--- config.mk ---
export PLATFORM = sky130hd
export DESIGN_NAME = rv_fork_slice
export DESIGN_NICKNAME = d
export VERILOG_FILES = /design/src/rtl/rv_pkg.sv /design/src/rtl/rv_skid_reg.sv /design/src/rtl/rv_fork_slice.sv
export SDC_FILE = /design/constraint.sdc
export NUM_CORES = 1
export LEC_CHECK = 0
export CAP_MARGIN = 0
export CORE_UTILIZATION = 42
export DETAILED_ROUTE_END_ITERATION = 16
export PLACE_DENSITY = 0.79
export REMOVE_ABC_BUFFERS = 1
export SLEW_MARGIN = 20
export SYNTH_ARGS = -nofsm -noshare
export SYNTH_HDL_FRONTEND = slang
export SYNTH_SLANG_ARGS = --single-unit
--- constraint.sdc ---
create_clock -name clk -period 1.6 [get_ports clk]
set_clock_uncertainty 0.05 [all_clocks]
set_input_delay 0.24 -clock clk [delete_from_list [all_inputs] [get_ports clk]]
set_output_delay 0.24 -clock clk [all_outputs]
set_load 0.05 [all_outputs]
--- src/rtl/rv_pkg.sv ---
// Shared constants and helpers for the ready/valid fork slice.
package rv_pkg;

    localparam int RV_DATA_W  = 16;
    localparam int RV_DATA2_W = 13;

    // Mask with the low n bits set; used to arm every pending bit on a load.
    function automatic logic [63:0] rv_all_ones(input int unsigned n);
        if (n >= 64)
            return '1;
        return (64'd1 << n) - 64'd1;
    endfunction

endpackage

--- src/rtl/rv_skid_reg.sv ---
// Single-entry payload+valid skid register. Load and drain never coincide:
// the parent only loads when the register is empty and only drains when full.
module rv_skid_reg #(
    parameter int W = 29
) (
    input  logic         clk,
    input  logic         rst_n,
    input  logic         load,
    input  logic         drain,
    input  logic [W-1:0] din,
    output logic         valid,
    output logic [W-1:0] dout
);

    always_ff @(posedge clk or negedge rst_n) begin
        if (!rst_n) begin
            valid <= 1'b0;
            dout  <= '0;
        end else if (load) begin
            valid <= 1'b1;
            dout  <= din;
        end else if (drain) begin
            valid <= 1'b0;
        end
    end

endmodule

--- src/rtl/rv_fork_slice.sv ---
// Registered ready/valid fork: one input beat is broadcast to NUM_OUT consumers,
// each with its own handshake, from a single shared payload register.
module rv_fork_slice
    import rv_pkg::*;
#(
    parameter int DATA_W  = RV_DATA_W,
    parameter int DATA2_W = RV_DATA2_W,
    parameter int NUM_OUT = 2,
    parameter int SKID    = 1,
    parameter int CNT_W   = 16
) (
    input  logic                       clk,
    input  logic                       rst_n,
    input  logic [DATA_W-1:0]          in_data,
    input  logic signed [DATA2_W-1:0]  in_data2,
    input  logic                       in_valid,
    output logic                       in_ready,
    output logic [DATA_W*NUM_OUT-1:0]  out_data,
    output logic [DATA2_W*NUM_OUT-1:0] out_data2,
    output logic [NUM_OUT-1:0]         out_valid,
    input  logic [NUM_OUT-1:0]         out_ready,
    output logic [CNT_W-1:0]           beat_count
);

    typedef struct packed {
        logic [DATA_W-1:0]  data;
        logic [DATA2_W-1:0] data2;
    } beat_t;

    localparam int                 BEAT_W   = $bits(beat_t);
    localparam logic [NUM_OUT-1:0] ALL_ONES = NUM_OUT'(rv_all_ones(NUM_OUT));

    beat_t              in_beat;
    beat_t              src_beat;
    beat_t              stage_q;
    logic [NUM_OUT-1:0] pending_q;
    logic [NUM_OUT-1:0] take;
    logic               free;
    logic               accept;
    logic               src_valid;
    logic               load;

    assign in_beat = '{data: in_data, data2: in_data2};
    assign take    = pending_q & out_ready;
    // Stage can reload when every output has either taken or is taking this edge.
    assign free    = ((pending_q & ~take) == '0);
    assign accept  = in_valid & in_ready;
    assign load    = free & src_valid;

    generate
        if (SKID != 0) begin : g_skid
            logic  skid_valid;
            logic  skid_load;
            logic  skid_drain;
            beat_t skid_beat;

            // in_ready comes straight from a flop, so out_ready never reaches it.
            assign in_ready   = ~skid_valid;
            assign skid_load  = accept & ~free;
            assign skid_drain = free & skid_valid;
            assign src_valid  = skid_valid | accept;
            assign src_beat   = skid_valid ? skid_beat : in_beat;

            rv_skid_reg #(.W(BEAT_W)) u_skid (
                .clk   (clk),
                .rst_n (rst_n),
                .load  (skid_load),
                .drain (skid_drain),
                .din   (in_beat),
                .valid (skid_valid),
                .dout  (skid_beat)
            );
        end else begin : g_noskid
            assign in_ready  = free;
            assign src_valid = accept;
            assign src_beat  = in_beat;
        end
    endgenerate

    always_ff @(posedge clk or negedge rst_n) begin
        if (!rst_n) begin
            pending_q <= '0;
            stage_q   <= '0;
        end else if (load) begin
            pending_q <= ALL_ONES;
            stage_q   <= src_beat;
        end else begin
            pending_q <= pending_q & ~take;
        end
    end

    always_ff @(posedge clk or negedge rst_n) begin
        if (!rst_n)
            beat_count <= '0;
        else if (accept)
            beat_count <= beat_count + 1'b1;
    end

    assign out_valid = pending_q;

    for (genvar i = 0; i < NUM_OUT; i++) begin : g_lane
        assign out_data[i*DATA_W +: DATA_W]    = stage_q.data;
        assign out_data2[i*DATA2_W +: DATA2_W] = stage_q.data2;
    end

endmodule

==> impl_metrics.tcl, run 1 <==
set metrics [dict create \
    io_buffer_count 110 \
    r2r-end "out_data[12]$_DFFE_PN0P_" \
    clock.fmax_mhz 660 \
    r2r_cells 4 \
    vias_per_cell 4.83 \
    insertedDiodeCount 0 \
    status "completed" \
    synth_flop_cell "sky130_fd_sc_hd__dfrtp_1" \
    detail_route.first_pass.iterations 4 \
    grt_usage 0.160 \
    post_drt_wl_per_cell_um 14.6 \
    synth_edf_count 0 \
    ant_nets 0 \
    ys.warnings.count 0 \
    place_congestion 0.786 \
    starting_density_of_the_core 0.438 \
    tightestPinTransition_ns 0.410 \
    arrival_time_of_data_at_the_critical_path_endpoint_ns 1.68 \
    critical_path_class "reg2reg" \
    tritoncts.num_buffers 9 \
    postRouteWirelength_um 6810 \
    cts.reportedPaths.clkPinSlew_ns 0.07 \
    wire_length_of_the_first_global_routing_pass_um 10900 \
    dpl_cell_area_um2 4650 \
    postSynthRegisterBits 77 \
    fp.dieArea_um2 8990 \
    final_min_period_over_clock_period 0.948 \
    largest_net_degree_at_the_start_of_global_routing 78 \
    root_buffer "sky130_fd_sc_hd__clkbuf_8" \
    syn2layout_area_growth_pct 36.3 \
    worstSetupStartpointType "flip-flop" \
    crit_required_ns 1.77 \
    critical_path.endpoint_type "flip-flop" \
    coreArea_um2 8260 \
    first_global_vias 2263 \
    clock_tree_from_tritoncts "yes" \
    dp.final_hpwl_um 4810 \
    maxSlewHeadroom 0.727 \
    ys_async_sr_fraction 1.00 \
    setup_viol 0 \
    layoutNonFillerInstCount 468 \
    post_synth_instance_area_um2 3620 \
    grt_setup_unrepaired "false" \
    final_net_count 393 \
    finish.instance_area_um2 4930 \
    timing.max_cap.violations 0 \
    antenna_violations_before_repair 0 \
    synth_cells 259 \
    worstReg2RegStart "g_skid.u_skid.valid$_DFFE_PN0P_" \
    rows 33 \
    setup.reg_to_reg.worst_slack_ns 0.08 \
    post-route-drc-count 0 \
    placedCellCount 451 \
    drt_iter0_markers 50 \
    cts_num_sinks 77 \
    finalHoldViolations 0 \
    distinct_cell_type_count_of_the_synthesized_netlist 26 \
    drive_above_1_share 0.543 \
    die-width_um 94.8 \
    ctsLongestPathBuffers 2 \
    synth.avg_cell_area_um2 14.0 \
    overall_die_height_um 94.8 \
    synth.yosys.seq_area_share 0.532 \
    insertion_delay_ns 0.34 \
    holdCritPathClass "in2async" \
    dr_total_vias 2261 \
    io_pins 111 \
    final_max_slew_viol_count 0 \
    post-route-min-period_ns 1.52 \
    critPathMaxFanout 12 \
    grt_remaining_overflow 0 \
    cts-htree-levels 3 \
]
## kinds of logic (layout without fill, tap and decap cells)
logic type | after synthesis | after routing | share of synthesized area
DFF | 77 | 77 | 0.532
buffers and inverters | 41 | 145 | 0.0823
AOI/OAI and AO/OA | 1 | 1 | 0.00138
xor gates and xnor gates | 15 | 15 | 0.0384
and+or+nand+nor | 36 | 36 | 0.0581
muxes | 88 | 88 | 0.284
adders and majority gates | 1 | 1 | 0.00346
## metrics by stage
step | hold WS, ns | setup slack (ns) | setup TNS (ns) | util
final | 0.413 | 0.0839 | 0 | 0.598
after global routing | 0.446 | 0.0177 | 0 | 0.598
after CTS | 0.419 | 0.0134 | 0 | 0.596
after detailed placement | 0.247 | -0.227 | -13.68 | 0.563
after global placement | 0.242 | -0.200 | -12.07 | 0.563
after floorplan | -0.106 | -1.40 | -57.36 | -
## state kept, by name (all words and copies together) (netlist names)
| register | flops |
|---|---|
| beat_count | 16 |
| out_data | 16 |
| g_skid.u_skid.valid | 1 |
| out_data2 | 13 |
| out_valid | 2 |
| g_skid.u_skid.dout | 29 |
## final cells by class
type,instances,area (um^2)
clock buffer,13,169
clock inverter,3,90.1
fill,682,3320
inverter,1,3.75
multi-input combinational,141,1410
sequential,77,1930
tap,105,131
timing repair buffer,128,1200
## cell usage in the layout, fill, tap and decap left out, types with 2 or more instances in the layout
cell type	synthesis	final
sky130_fd_sc_hd__buf_12	0	12
sky130_fd_sc_hd__and3_1	3	3
sky130_fd_sc_hd__mux2_4	10	10
sky130_fd_sc_hd__xor2_1	4	4
sky130_fd_sc_hd__and2_1	2	2
sky130_fd_sc_hd__nand3_1	4	4
sky130_fd_sc_hd__clkdlybuf4s50_1	0	32
sky130_fd_sc_hd__bufinv_16	0	3
sky130_fd_sc_hd__nand4_1	2	2
sky130_fd_sc_hd__nand2_1	10	10
sky130_fd_sc_hd__nand2b_1	2	2
sky130_fd_sc_hd__xnor2_1	10	10
sky130_fd_sc_hd__dfrtp_1	77	76
sky130_fd_sc_hd__clkbuf_8	0	12
sky130_fd_sc_hd__nor2_1	7	6
sky130_fd_sc_hd__mux2_1	10	10
sky130_fd_sc_hd__buf_4	30	82
sky130_fd_sc_hd__mux2_2	68	68
## worst max-delay path: stages (launching register included)
cell	delay, ns
sky130_fd_sc_hd__dfrtp_2	0.42
sky130_fd_sc_hd__buf_4	0.16
sky130_fd_sc_hd__buf_12	0.14
sky130_fd_sc_hd__mux2_2	0.34
sky130_fd_sc_hd__mux2_1	0.30
## Yosys cell counts (3+ instances only)
cell / count / area share
sky130_fd_sc_hd__buf_6: 3 / 0.0093
sky130_fd_sc_hd__xnor2_1: 10 / 0.024
sky130_fd_sc_hd__nor2_1: 7 / 0.0073
sky130_fd_sc_hd__dfrtp_1: 77 / 0.53
sky130_fd_sc_hd__xor2_1: 4 / 0.0097
sky130_fd_sc_hd__mux2_1: 10 / 0.031
sky130_fd_sc_hd__nand3_1: 4 / 0.0055
sky130_fd_sc_hd__mux2_4: 10 / 0.041
sky130_fd_sc_hd__mux2_2: 68 / 0.21
sky130_fd_sc_hd__nand2_1: 10 / 0.010
sky130_fd_sc_hd__and3_1: 3 / 0.0052
sky130_fd_sc_hd__buf_2: 7 / 0.0097
sky130_fd_sc_hd__buf_4: 30 / 0.062
## metal layers
metal	global-route usage	up-vias	wire length (um)
met5	0	-	0
met4	0.0467	0	77
met3	0.0491	9	390
met2	0.254	72	3280
met1	0.211	1126	3070
li1	-	1054	-
## worst max-delay path by stage
stage | from | end | slack, ns | cells after the start
global route | g_skid.u_skid.valid$_DFFE_PN0P_ | beat_count[15]$_DFFE_PN0P_ | 0.02 | 6
detailed placement | out_ready[1] | out_data2[7]$_DFFE_PN0P_ | -0.23 | 6
floorplan | g_skid.u_skid.valid$_DFFE_PN0P_ | out_data2[10]$_DFFE_PN0P_ | -1.40 | 3
finish | g_skid.u_skid.valid$_DFFE_PN0P_ | out_data[12]$_DFFE_PN0P_ | 0.08 | 4
CTS | g_skid.u_skid.valid$_DFFE_PN0P_ | in_ready | 0.01 | 3
global placement | out_ready[1] | out_data2[7]$_DFFE_PN0P_ | -0.20 | 6
## what timing repair did
action | 4_1_cts | 5_1_grt
setup endpoints to repair | 1 | 4
gates resized for setup | 1 | 3
endpoints found under the hold margin | 77 | 0
hold buffers | 1 | 0
pin swaps | 0 | 0
buffers inserted | 0 | 0
Power of run 1 is not shown: default switching activity piles up to over one toggle a cycle in this logic, so the estimate is an artifact.
==> run 2: changes to the inputs <==
--- a/config.mk
+++ b/config.mk
@@ -6,9 +6,10 @@
 export NUM_CORES = 1
 export LEC_CHECK = 0
 export CAP_MARGIN = 0
-export CORE_UTILIZATION = 42
+export CORE_ASPECT_RATIO = 0.75
+export CORE_UTILIZATION = 35
 export DETAILED_ROUTE_END_ITERATION = 16
-export PLACE_DENSITY = 0.79
+export PLACE_DENSITY = 0.68
 export REMOVE_ABC_BUFFERS = 1
 export SLEW_MARGIN = 20
 export SYNTH_ARGS = -nofsm -noshare
==> impl_metrics.tcl, run 2 (synthesized netlist as in run 1, its figures left out) <==
set metrics [dict create \
    status "completed" \
    regMostFlops "g_skid.u_skid.dout" \
    cts.reportedPaths.clkPinSlew_ns 0.05 \
    final_net_count 395 \
    first_global_vias 2342 \
    fp.dieArea_um2 10800 \
    multi_input_comb_area_um2 1410 \
    detail_route.first_pass.iterations 3 \
    ant_nets 0 \
    cp_cell_sequence "buf_6 > inv_1 > buf_4" \
    slowest_stage "sky130_fd_sc_hd__dfrtp_2" \
    final_common_cell "sky130_fd_sc_hd__buf_4" \
    cts-htree-levels 3 \
    seq_power_share 0.275 \
    post_drt_wl_per_cell_um 14.9 \
    grt_setup_unrepaired "false" \
    wire_length_of_the_first_global_routing_pass_um 12300 \
    rows 31 \
    die-width_um 119 \
    drive_above_1_share 0.542 \
    dp.final_hpwl_um 5260 \
    dr_total_vias 2255 \
    starting_density_of_the_core 0.367 \
    grt_remaining_overflow 0 \
    holdCritPathClass "in2async" \
    critPathMaxFanout 9 \
    post-route-drc-count 0 \
    largest_net_degree_at_the_start_of_global_routing 39 \
    p_per_area_nw_per_um2 2410 \
    syn2layout_area_growth_pct 40.2 \
    finalHoldViolations 0 \
    fillerInstances 855 \
    sequential_cell_area_um2 1930 \
    critical_path.endpoint_type "output pin" \
    tritoncts.num_buffers 9 \
    insertion_delay_ns 0.33 \
    io_pins 111 \
    place_congestion 0.693 \
    total_leakage_power_nw 2.33 \
    coreArea_um2 9850 \
    arrival_time_of_data_at_the_critical_path_endpoint_ns 1.24 \
    max_rail_drop_vdd_mv 1.43 \
    cts_num_sinks 77 \
    largest_register_ff_count 29 \
    p_int_mw 6.83 \
    utilization 0.515 \
    timing.max_cap.violations 0 \
    crit_required_ns 1.31 \
    tightestPinTransition_ns 0.347 \
    grt_usage 0.149 \
    fin_setup_tns_ns 0 \
    critical_path_class "reg2out" \
    postRouteWirelength_um 7390 \
    clockPowerShare 0.188 \
    final_max_slew_viol_count 0 \
    setup_viol 0 \
    vias_per_cell 4.54 \
    p_sw_mw 5.41 \
    worstSetupStartpointType "flip-flop" \
    worst_setup_path_startpoint "g_skid.u_skid.valid$_DFFE_PN0P_" \
    ctsLongestPathBuffers 2 \
    post_cts_buffers 0 \
    cp_top_family "flip-flops" \
    maxSlewHeadroom 0.769 \
    clock_tree_from_tritoncts "yes" \
    power.switching_fraction 0.442 \
    root_buffer "sky130_fd_sc_hd__clkbuf_16" \
    antenna_violations_before_repair 0 \
    final_min_period_over_clock_period 0.953 \
    drt_iter0_markers 93 \
    overall_die_height_um 90.1 \
    insertedDiodeCount 0 \
    post-route-min-period_ns 1.53 \
    crit_buf_inv 3 \
    clock.fmax_mhz 656 \
    p_comb_frac 0.536 \
    mostFrequentLayoutCells "sky130_fd_sc_hd__buf_4, sky130_fd_sc_hd__dfrtp_1, sky130_fd_sc_hd__mux2_2" \
    io_buffer_count 110 \
    critical_path.max_stage_delay_ns 0.47 \
    worstReg2RegStart "out_valid[1]$_DFF_PN0_" \
]
==> run 2: power groups by stage <==
stage	logic (mW)	registers, mW	clock network, mW
floorplan	1.34	6.33	0
detailed placement	6.60	3.40	0
global route	6.83	3.49	2.47
finish	6.56	3.37	2.31
global placement	6.54	3.35	0
CTS	6.61	3.38	2.38
==> run 2: metal layers <==
layer	wire (um)	part of all wire	track usage	vias up
met5	0	0	0	-
met1	3560	0.48	0.201	1121
met2	3330	0.45	0.224	65
li1	-	-	-	1060
met3	389	0.053	0.0476	9
met4	100	0.014	0.0531	0
==> run 2: cell type report <==
class,instances,area share
sequential,77,0.380
timing repair buffer,130,0.241
clock inverter,4,0.0187
multi-input combinational,141,0.278
inverter,1,0.000740
clock buffer,12,0.0486
tap,132,0.0325
==> run 2: per-stage QoR <==
step                      total power, mW  cell area (um^2)  cells  setup slack, ns  hold slack (ns)
after CTS                            12.4              5060    497          0.00500            0.312
after floorplan                      7.68              3330    219            -1.40           -0.106
after global routing                 12.8              5070    497          0.00840            0.333
final                                12.2              5070    497           0.0745            0.319
after detailed placement             10.0              4710    480           -0.256            0.124
after global placement               9.89              4710    480           -0.244            0.126
==> run 2: repair_timing <==
| action | CTS | global route |
|---|---|---|
| gates resized for setup | 1 | 2 |
| endpoints found under the hold margin | 24 | 0 |
| hold buffers | 1 | 0 |
| endpoints found under the setup margin | 2 | 3 |
==> run 2: final timing paths <==
kind	slack, ns	to	cells past startpoint
min in group clk	0.43	beat_count[15]$_DFFE_PN0P_	1
setup / recovery	0.07	in_ready	3
setup reg to reg	0.10	out_data2[7]$_DFFE_PN0P_	5
max in group asynchronous	0.65	out_data[4]$_DFFE_PN0P_	3
hold / removal	0.32	beat_count[7]$_DFFE_PN0P_	2
hold reg to reg	0.43	beat_count[15]$_DFFE_PN0P_	1
Power figures use the tool's default switching activity.
==> run 3: changes to the inputs <==
--- a/config.mk
+++ b/config.mk
@@ -9,7 +9,7 @@
 export CORE_ASPECT_RATIO = 0.75
 export CORE_UTILIZATION = 35
 export DETAILED_ROUTE_END_ITERATION = 16
-export PLACE_DENSITY = 0.68
+export PLACE_DENSITY = 0.66
 export REMOVE_ABC_BUFFERS = 1
 export SLEW_MARGIN = 20
 export SYNTH_ARGS = -nofsm -noshare
==> constraint.sdc (replaced) <==
create_clock -name clk -period 1.7 [get_ports clk]
set_clock_uncertainty 0.05 [all_clocks]
set_input_delay 0.255 -clock clk [delete_from_list [all_inputs] [get_ports clk]]
set_output_delay 0.255 -clock clk [all_outputs]
set_load 0.05 [all_outputs]
==> impl_metrics.tcl, run 3 (synthesized netlist as in run 1, its figures left out) <==
set metrics [dict create \
    io_buffer_count 110 \
    critical_path.endpoint_type "output pin" \
    final_common_cell "sky130_fd_sc_hd__buf_4" \
    ctsLongestPathBuffers 2 \
    drt_iter0_markers 37 \
    first_global_vias 2313 \
    clock.fmax_mhz 622 \
    clock_tree_from_tritoncts "yes" \
    place_congestion 0.683 \
    multi_input_comb_area_um2 1410 \
    io_pins 111 \
    grt_remaining_overflow 0 \
    post-route-drc-count 0 \
    regMostFlops "g_skid.u_skid.dout" \
    antenna_violations_before_repair 0 \
    starting_density_of_the_core 0.367 \
    dp.final_hpwl_um 4920 \
    fin_setup_tns_ns 0 \
    finish.instance_area_um2 4850 \
    ant_nets 0 \
    worstSetupStartpointType "flip-flop" \
    grt_usage 0.142 \
    largest_net_degree_at_the_start_of_global_routing 78 \
    largest_register_ff_count 29 \
    final_max_slew_viol_count 0 \
    timing.max_cap.violations 0 \
    overall_die_height_um 90.1 \
    dr_total_vias 2239 \
    syn2layout_area_growth_pct 33.9 \
    die-width_um 119 \
    root_buffer "sky130_fd_sc_hd__clkbuf_16" \
    final_min_period_over_clock_period 0.946 \
    status "completed" \
    cts_num_sinks 77 \
    tightestPinTransition_ns 0.427 \
    insertedDiodeCount 0 \
    finalHoldViolations 0 \
    coreArea_um2 9850 \
    post_cts_buffers 0 \
    setup_viol 0 \
    crit_required_ns 1.39 \
    mostFrequentLayoutCells "sky130_fd_sc_hd__buf_4, sky130_fd_sc_hd__dfrtp_1, sky130_fd_sc_hd__mux2_2" \
    vias_per_cell 4.60 \
    holdCritPathClass "in2async" \
    rows 31 \
    tritoncts.num_buffers 9 \
    critPathMaxFanout 20 \
    post_drt_wl_per_cell_um 14.5 \
    cts.reportedPaths.clkPinSlew_ns 0.06 \
    grt_setup_unrepaired "false" \
    drive_above_1_share 0.527 \
    dpl_cell_area_um2 4530 \
    arrival_time_of_data_at_the_critical_path_endpoint_ns 1.30 \
    sequential_cell_area_um2 1930 \
    insertion_delay_ns 0.33 \
    wire_length_of_the_first_global_routing_pass_um 11800 \
    fp.dieArea_um2 10800 \
    critical_path_class "reg2out" \
    post-route-min-period_ns 1.61 \
    cts-htree-levels 3 \
    maxSlewHeadroom 0.715 \
    postRouteWirelength_um 7060 \
    final_net_count 385 \
    detail_route.first_pass.iterations 4 \
    fillerInstances 871 \
]
-- run 3: repair_timing --
action,CTS,global route
endpoints found under the hold margin,77,0
endpoints found under the setup margin,1,0
hold buffers,1,0
resized for setup,1,0
-- run 3: layer usage --
| layer | vias up | routed length [um] | GRT usage |
|---|---|---|---|
| li1 | 1045 | - | - |
| met1 | 1117 | 3380 | 0.192 |
| met2 | 67 | 3190 | 0.214 |
| met3 | 10 | 384 | 0.0482 |
| met4 | 0 | 98 | 0.0469 |
| met5 | - | 0 | 0 |
-- run 3: final timing paths --
path | slack [ns] | from | end | cells past startpoint
min reg2reg | 0.42 | beat_count[15]$_DFFE_PN0P_ | beat_count[15]$_DFFE_PN0P_ | 1
min in group clk | 0.42 | beat_count[15]$_DFFE_PN0P_ | beat_count[15]$_DFFE_PN0P_ | 1
max in group asynchronous | 0.82 | rst_n | g_skid.u_skid.dout[24]$_DFFE_PN0P_ | 3
min | 0.41 | rst_n | beat_count[6]$_DFFE_PN0P_ | 3
max reg2reg | 0.12 | beat_count[0]$_DFFE_PN0P_ | beat_count[12]$_DFFE_PN0P_ | 5
max | 0.09 | g_skid.u_skid.valid$_DFFE_PN0P_ | in_ready | 3
-- run 3: cell type report --
cell class,instances,share of cell area
Sequential cell,77,0.398
Clock buffer,12,0.0509
Tap cell,132,0.0341
Timing Repair Buffer,120,0.216
Clock inverter,4,0.00981
Multi-Input combinational cell,141,0.291
Inverter,1,0.000774
-- run 3: stage by stage --
step | std cells | setup slack [ns] | utilization | hold slack, ns
after global routing | 487 | 0.0297 | 0.492 | 0.441
after detailed placement | 470 | -0.203 | 0.460 | 0.265
after CTS | 487 | 0.0569 | 0.492 | 0.429
final | 487 | 0.0925 | 0.492 | 0.415
after global placement | 470 | -0.188 | 0.460 | 0.264
after floorplan | 219 | -1.30 | - | -0.0906
-- run 3: worst max-delay path, cell delays in order (launching register included) --
cell and delay, ns:
sky130_fd_sc_hd__dfrtp_1 0.51, sky130_fd_sc_hd__buf_12 0.22, sky130_fd_sc_hd__inv_1 0.05, sky130_fd_sc_hd__buf_4 0.18
Power of run 3 is left out for the same reason.
